<file path="src/rtl/fifo_word_reader_pkg.sv">
// Shared types and constants for the FIFO word reader: FSM states, default
// data width and the byte-count width helper.
package fifo_if_pkg;

    localparam int FIFO_DATA_W = 8;

    typedef enum logic {
        ST_FILL = 1'b0,
        ST_HOLD = 1'b1
    } state_t;

    // Width able to hold a byte count of 0..bytes inclusive.
    function automatic int cntWidth(input int bytes);
        return $clog2(bytes + 1);
    endfunction

endpackage

</file>
<file path="src/rtl/fifo_word_reader_if.sv">
// FIFO read port plus packed-word valid/ready handshake; master is the
// reader block, slave is the FIFO/downstream environment.
interface fifo_word_reader_if
    import fifo_if_pkg::*;
#(
    parameter int DATA_W = FIFO_DATA_W,
    parameter int BYTES  = 4
);
    localparam int BW = cntWidth(BYTES);

    logic [DATA_W-1:0]       fifo_data;
    logic                    fifo_empty;
    logic                    fifo_rd_en;
    logic                    fifo_clr;
    logic [DATA_W*BYTES-1:0] word_out;
    logic [BW-1:0]           word_bytes;
    logic                    word_valid;
    logic                    word_ready;

    modport master (
        input  fifo_data, fifo_empty, word_ready,
        output fifo_rd_en, fifo_clr, word_out, word_bytes, word_valid
    );

    modport slave (
        output fifo_data, fifo_empty, word_ready,
        input  fifo_rd_en, fifo_clr, word_out, word_bytes, word_valid
    );

endinterface

</file>
<file path="src/rtl/fifo_word_reader_packer.sv">
// Little-endian byte packer: writes accepted bytes into successive lanes and
// reports when the current word closes (full, or flushed with data).
module fifo_byte_packer
    import fifo_if_pkg::*;
#(
    parameter int DATA_W = FIFO_DATA_W,
    parameter int BYTES  = 4,
    localparam int CW    = cntWidth(BYTES)
) (
    input  logic                    clk,
    input  logic                    rst,
    input  logic                    accept_i,
    input  logic [DATA_W-1:0]       data_i,
    input  logic                    flush_i,
    input  logic                    clear_i,
    input  logic                    release_i,
    output logic [DATA_W*BYTES-1:0] word_o,
    output logic [CW-1:0]           bytes_o,
    output logic                    close_o
);

    logic [CW-1:0]           cnt_q, cnt_d;
    logic [CW-1:0]           bytes_q, bytes_d;
    logic [DATA_W*BYTES-1:0] word_q, word_d;
    logic [CW-1:0]           cntInc;

    assign cntInc = cnt_q + CW'(1);

    // A byte popped together with FLUSH belongs to the flushed word.
    always_comb begin
        cnt_d   = cnt_q;
        bytes_d = bytes_q;
        word_d  = word_q;
        close_o = 1'b0;
        if (clear_i || release_i) begin
            cnt_d   = '0;
            bytes_d = '0;
            word_d  = '0;
        end else begin
            if (accept_i) begin
                for (int i = 0; i < BYTES; i++) begin
                    if (cnt_q == CW'(i)) begin
                        word_d[i*DATA_W +: DATA_W] = data_i;
                    end
                end
                cnt_d = cntInc;
            end
            if (accept_i && (cntInc == CW'(BYTES))) begin
                close_o = 1'b1;
                bytes_d = CW'(BYTES);
            end else if (flush_i && (accept_i || (cnt_q != '0))) begin
                close_o = 1'b1;
                bytes_d = accept_i ? cntInc : cnt_q;
            end
        end
    end

    always_ff @(posedge clk or posedge rst) begin
        if (rst) begin
            cnt_q   <= '0;
            bytes_q <= '0;
            word_q  <= '0;
        end else begin
            cnt_q   <= cnt_d;
            bytes_q <= bytes_d;
            word_q  <= word_d;
        end
    end

    assign word_o  = word_q;
    assign bytes_o = bytes_q;

endmodule

</file>
<file path="src/rtl/fifo_word_reader.sv">
// Drains an 8-bit FIFO into BYTES-wide words and offers them on a valid/ready
// handshake; supports partial-word flush and a clear that also clears the FIFO.
module fifo_word_reader
    import fifo_if_pkg::*;
#(
    parameter int DATA_W = FIFO_DATA_W,
    parameter int BYTES  = 4,
    parameter int CNT_W  = 16
) (
    input  logic             clk,
    input  logic             rst,
    input  logic             flush_i,
    input  logic             clr_i,
    output logic [CNT_W-1:0] word_cnt_o,
    fifo_word_reader_if.master bus
);

    localparam int CW = cntWidth(BYTES);

    state_t                  state_q, state_d;
    logic                    fifoClr_q;
    logic [CNT_W-1:0]        wordCnt_q, wordCnt_d;
    logic                    rdEn;
    logic                    wordTaken;
    logic                    close;
    logic                    fillFlush;
    logic [DATA_W*BYTES-1:0] packedWord;
    logic [CW-1:0]           packedBytes;

    // Popping is only legal while filling; CLR and reset block it outright.
    assign rdEn      = (state_q == ST_FILL) & ~bus.fifo_empty & ~clr_i & ~rst;
    assign wordTaken = (state_q == ST_HOLD) & bus.word_ready & ~clr_i;
    assign fillFlush = (state_q == ST_FILL) & flush_i;

    fifo_byte_packer #(
        .DATA_W (DATA_W),
        .BYTES  (BYTES)
    ) u_packer (
        .clk       (clk),
        .rst       (rst),
        .accept_i  (rdEn),
        .data_i    (bus.fifo_data),
        .flush_i   (fillFlush),
        .clear_i   (clr_i),
        .release_i (wordTaken),
        .word_o    (packedWord),
        .bytes_o   (packedBytes),
        .close_o   (close)
    );

    always_comb begin
        state_d   = state_q;
        wordCnt_d = wordCnt_q;
        if (clr_i) begin
            state_d = ST_FILL;
        end else begin
            unique case (state_q)
                ST_FILL: if (close) state_d = ST_HOLD;
                ST_HOLD: begin
                    if (bus.word_ready) begin
                        state_d   = ST_FILL;
                        wordCnt_d = wordCnt_q + CNT_W'(1);
                    end
                end
                default: state_d = ST_FILL;
            endcase
        end
    end

    always_ff @(posedge clk or posedge rst) begin
        if (rst) begin
            state_q   <= ST_FILL;
            wordCnt_q <= '0;
            fifoClr_q <= 1'b0;
        end else begin
            state_q   <= state_d;
            wordCnt_q <= wordCnt_d;
            fifoClr_q <= clr_i;
        end
    end

    assign bus.fifo_rd_en = rdEn;
    assign bus.fifo_clr   = fifoClr_q;
    assign bus.word_out   = packedWord;
    assign bus.word_bytes = packedBytes;
    assign bus.word_valid = (state_q == ST_HOLD);
    assign word_cnt_o     = wordCnt_q;

endmodule

</file>
<file path="src/flat_wrapper.sv">
// flat-port wrapper written by rule: the top's interface ports become plain ports
module fifo_word_reader_flat import fifo_if_pkg::*;
#(
    parameter int DATA_W = FIFO_DATA_W,
    parameter int BYTES  = 4,
    parameter int CNT_W  = 16
)
  (clk, rst, flush_i, clr_i, word_cnt_o, bus_fifo_data, bus_fifo_empty, bus_word_ready, bus_fifo_rd_en, bus_fifo_clr, bus_word_out, bus_word_bytes, bus_word_valid);
  fifo_word_reader_if #(.DATA_W(DATA_W), .BYTES(BYTES)) bus_i ();
  input  logic clk;
  input  logic rst;
  input  logic flush_i;
  input  logic clr_i;
  output logic [CNT_W-1:0] word_cnt_o;
  input wire logic [$bits(bus_i.fifo_data)-1:0] bus_fifo_data;
  input wire logic [$bits(bus_i.fifo_empty)-1:0] bus_fifo_empty;
  input wire logic [$bits(bus_i.word_ready)-1:0] bus_word_ready;
  output wire logic [$bits(bus_i.fifo_rd_en)-1:0] bus_fifo_rd_en;
  output wire logic [$bits(bus_i.fifo_clr)-1:0] bus_fifo_clr;
  output wire logic [$bits(bus_i.word_out)-1:0] bus_word_out;
  output wire logic [$bits(bus_i.word_bytes)-1:0] bus_word_bytes;
  output wire logic [$bits(bus_i.word_valid)-1:0] bus_word_valid;
  assign bus_i.fifo_data = bus_fifo_data;
  assign bus_i.fifo_empty = bus_fifo_empty;
  assign bus_i.word_ready = bus_word_ready;
  assign bus_fifo_rd_en = bus_i.fifo_rd_en;
  assign bus_fifo_clr = bus_i.fifo_clr;
  assign bus_word_out = bus_i.word_out;
  assign bus_word_bytes = bus_i.word_bytes;
  assign bus_word_valid = bus_i.word_valid;
  fifo_word_reader #(.DATA_W(DATA_W), .BYTES(BYTES), .CNT_W(CNT_W)) u_core (.clk(clk), .rst(rst), .flush_i(flush_i), .clr_i(clr_i), .word_cnt_o(word_cnt_o), .bus(bus_i));
endmodule
</file>
<file path="config.mk">
export PLATFORM = sky130hd
export DESIGN_NAME = fifo_word_reader_flat
export DESIGN_NICKNAME = d
export VERILOG_FILES = /design/src/rtl/fifo_word_reader_pkg.sv /design/src/rtl/fifo_word_reader_if.sv /design/src/rtl/fifo_word_reader_packer.sv /design/src/rtl/fifo_word_reader.sv /design/src/flat_wrapper.sv
export SDC_FILE = /design/constraint.sdc
export NUM_CORES = 1
export LEC_CHECK = 0
export BUFFER_PORTS_ARGS = -buffer_cell sky130_fd_sc_hd__buf_2
export CAP_MARGIN = 20
export CORE_ASPECT_RATIO = 0.75
export CORE_MARGIN = 3
export CORE_UTILIZATION = 30
export DETAILED_ROUTE_END_ITERATION = 8
export GPL_TIMING_DRIVEN = 0
export HOLD_SLACK_MARGIN = 0.05
export PLACE_DENSITY_LB_ADDON = 0.2
export SETUP_SLACK_MARGIN = 0.1
export SKIP_CTS_REPAIR_TIMING = 1
export SLEW_MARGIN = 20
export SYNTH_ARGS = -nofsm -noshare
export SYNTH_HDL_FRONTEND = slang
export SYNTH_HIERARCHICAL = 1
export SYNTH_SLANG_ARGS = --single-unit
</file>
<file path="constraint.sdc">
create_clock -name clk -period 3.4 [get_ports clk]
set_input_delay 0.34 -clock clk [delete_from_list [all_inputs] [get_ports clk]]
set_output_delay 0.34 -clock clk [all_outputs]
set_load 0.005 [all_outputs]
</file>
==> impl_results.md <==
* Final setup vio count at 0
* Die width at 112 microns
* Post-synth EDFFs at 0
* Seq/Total Area, Yosys at 55.9%
* Area grow syn2layout at 24.5%
* TritonCTS clock tree: yes
* Initial antenna violation count at 0
* GR Util met1 at 17.7%
* Internal power at 952 uW
* Final max-slew violation count at 0
* HP Class: in2reg
* Crit. End Element: flop
* RSZ-0062 raised after global routing: false
* Yosys warns at 6
* Ant. Diodes at 0
* Post-DP HPWL at 4300 microns
* Final Hold Fails at 0
* Number of global-route vias before repair at 1825
* Die Area at 9500 sq um
* Final wirelength at 5860 microns
* Post-synthesis async set-or-reset flop share at 100%
* Worst EP arrival at 2.52 ns
* DR pass1 iterations at 4
* Reg2Reg Setup Slack at 1.17 ns
* CP startpoint kind: input pin
* Worst slew pin tran at 0.713 ns
* Distinct cells, synth at 32
* Switch share at 24.2%
* Max Root-Sink Buffers at 2
* Max Cap Viol at 0
* Total congestion overflow at 0
* Synthesized flop and latch total at 56
* Clock Skews at 0.00829 ns
* Setup WS pre-CTS at 1.11 ns
* GRT busiest layer: met2
* Clk pin slew, worst setup/hold paths at 0.10 ns
* Avg Vias per Cell at 4.50
* R2R depth at 8
* Met3 global-route usage at 2.78%
* Boundary Pins at 68
* NumNets Final at 320
* Sw Pwr at 304 uW
* Final TNS setup at 0 ns
* Status: finished, final reports clean
* Num CTS Buffers at 5
* Clk_lat worst skew at 0.31 ns
* GRT Total Usage at 12.5%
* DRT antenna net count at 0
* Max Freq at 426 MHz
* Gate power share at 9.0%
* DRC viols at 0
* Post-synth top cells: dfrtp_1 (56), nor2_1 (31), mux2i_1 (26)
* Data required, critical path at 3.57 ns
* Clock sinks at 56
* Post-route minimum period at 2.35 ns
* Synth area leaders: dfrtp_1 (56%), mux2i_1 (10%), nor2_1 (4.6%)
* Largest net degree at the start of global routing at 24
* Synthesized Nets at 244
* Pwr Density at 403 nW/um^2
* Initial DRC Count at 107
* Cell area after synthesis at 2510 sq um
* Share of power burned in registers at 55.7%
* H-Tree Depth at 2
* Gp weighted congestion at 0.732
* Proportion of layout cells with a drive suffix above 1 at 29.3%
* Worst VDD drop at 168 uV
* Critical path class: in2reg
* Worst Path Max Fanout at 10
* P_leak at 0.00176 uW
* WHS Path Cells at 1
* First-pass GRT wire length at 9540 microns
* Yosys top cell by area: dfrtp_1
* Vias at 1823
* Count leader, synth: dfrtp_1
* Post-DR wirelength/cell at 14.5 microns
* Port Buffers at 67
* Hold path start: clr_i
* Reg-to-reg critical path endpoint: u_core/bus.word_valid$_DFF_PP0_
* Hold EP: u_core/bus.fifo_clr$_DFF_PP0_
* Synth top area share at 55.9%
* Clk pwr share at 35.3%
* Fin crit share at 69.0%
* Post-synth top flop: dfrtp_1
* Avg Inst Size Synth at 11.2 sq um
* Root buffer cell: clkbuf_8
* GR Layer Usage met2 at 19.2%
* Post-route setup slack at 1.05 ns
* Die span in y at 85.2 microns
* Synth Instances at 223
* Core box area at 7990 sq um
* Max_slew headroom at 52.4%
* Num rows at 28
* R2R Path Start: u_core/bus.word_valid$_DFF_PP0_
* Initial cell density of the core at 31.4%
[how the worst max path moves through the flow]
stage,from,endpoint,slack [ns],cells after the start
2_1_floorplan,u_core/bus.word_valid$_DFF_PP0_,u_core/u_packer/bytes_o[2]$_DFFE_PP0P_,1.51,5
3_3_place_gp,clr_i,u_core/u_packer/word_o[24]$_DFFE_PP0P_,1.14,7
3_5_place_dp,clr_i,u_core/bus.word_valid$_DFF_PP0_,1.11,9
4_1_cts,u_core/bus.word_valid$_DFF_PP0_,u_core/u_packer/word_o[24]$_DFFE_PP0P_,1.11,6
5_1_grt,rst,u_core/u_packer/word_o[24]$_DFFE_PP0P_,0.86,8
6_report,rst,u_core/u_packer/word_o[25]$_DFFE_PP0P_,1.05,8
[cell families (layout without fill, tap and decap cells)]
kind of cell | count (synthesis) | after routing | share of synthesized area [%]
AO/OA/AOI/OAI | 14 | 14 | 3.34
XOR/XNOR | 16 | 16 | 5.59
adder cells (fa/ha/maj) | 7 | 7 | 3.49
buffers and inverters | 19 | 96 | 3.29
flip-flops | 56 | 56 | 55.9
multiplexers | 27 | 27 | 10.8
AND/OR/NAND/NOR | 84 | 84 | 17.5
[routing by layer]
layer | vias up | part of all wire (%)
met5 | - | 0
met4 | 0 | 1.2
met3 | 6 | 3.2
met2 | 32 | 46
met1 | 878 | 50
li1 | 907 | -
[layout by cell type (no fill, tap or decap), types with 4 or more instances in the layout]
cell type / Yosys / layout
buf_2: 3 / 70
dfrtp_1: 56 / 56
nor2_1: 31 / 31
mux2i_1: 26 / 26
nand2_1: 17 / 17
nand3_1: 13 / 13
xnor2_1: 13 / 13
a21oi_1: 11 / 11
inv_1: 9 / 8
ha_1: 7 / 7
clkbuf_8: 0 / 5
nand4_1: 4 / 4
clkbuf_1: 4 / 4
[worst max-delay path, stage by stage]
cell and delay (ns):
dlygate4sd3_1 0.53, buf_2 0.14, nor4_1 0.36, buf_6 0.20, clkbuf_1 0.39, nand2_1 0.33
nand2_1 0.14, a21oi_1 0.07
[area by class of cell]
class	instances	area (sq um)
tap	105	131
timing repair buffer	69	365
fill	820	4870
buffer	10	48.8
multi-input combinational	148	1020
clock inverter	3	47.5
sequential	56	1400
inverter	9	33.8
clock buffer	5	68.8
[registers in the layout, summed over array words and instances (netlist names)]
signal                   cells
u_core/bus.word_valid        1
u_core/word_cnt_o           16
u_core/u_packer/cnt_q        3
u_core/u_packer/word_o      32
u_core/bus.fifo_clr          1
u_core/u_packer/bytes_o      3
[metrics by stage]
step	area [sq um]	power [uW]	hold WS, ns	cells	utilization, %
after floorplan	2510	774	0.279	223	-
after global placement	2970	824	0.456	395	37.2
after detailed placement	2990	827	0.366	396	37.5
after CTS	3110	1280	0.0169	404	38.9
after global routing	3120	1320	0.199	405	39.1
final	3120	1260	0.211	405	39.1
[power groups by stage]
stage	Clock (uW)	Combinational, uW	Sequential (uW)
floorplan	0	61.4	712
global placement	0	111	713
detailed placement	0	114	713
CTS	469	115	700
global route	492	129	703
finish	444	113	699
No activity file was read; power rests on OpenSTA's default activity.
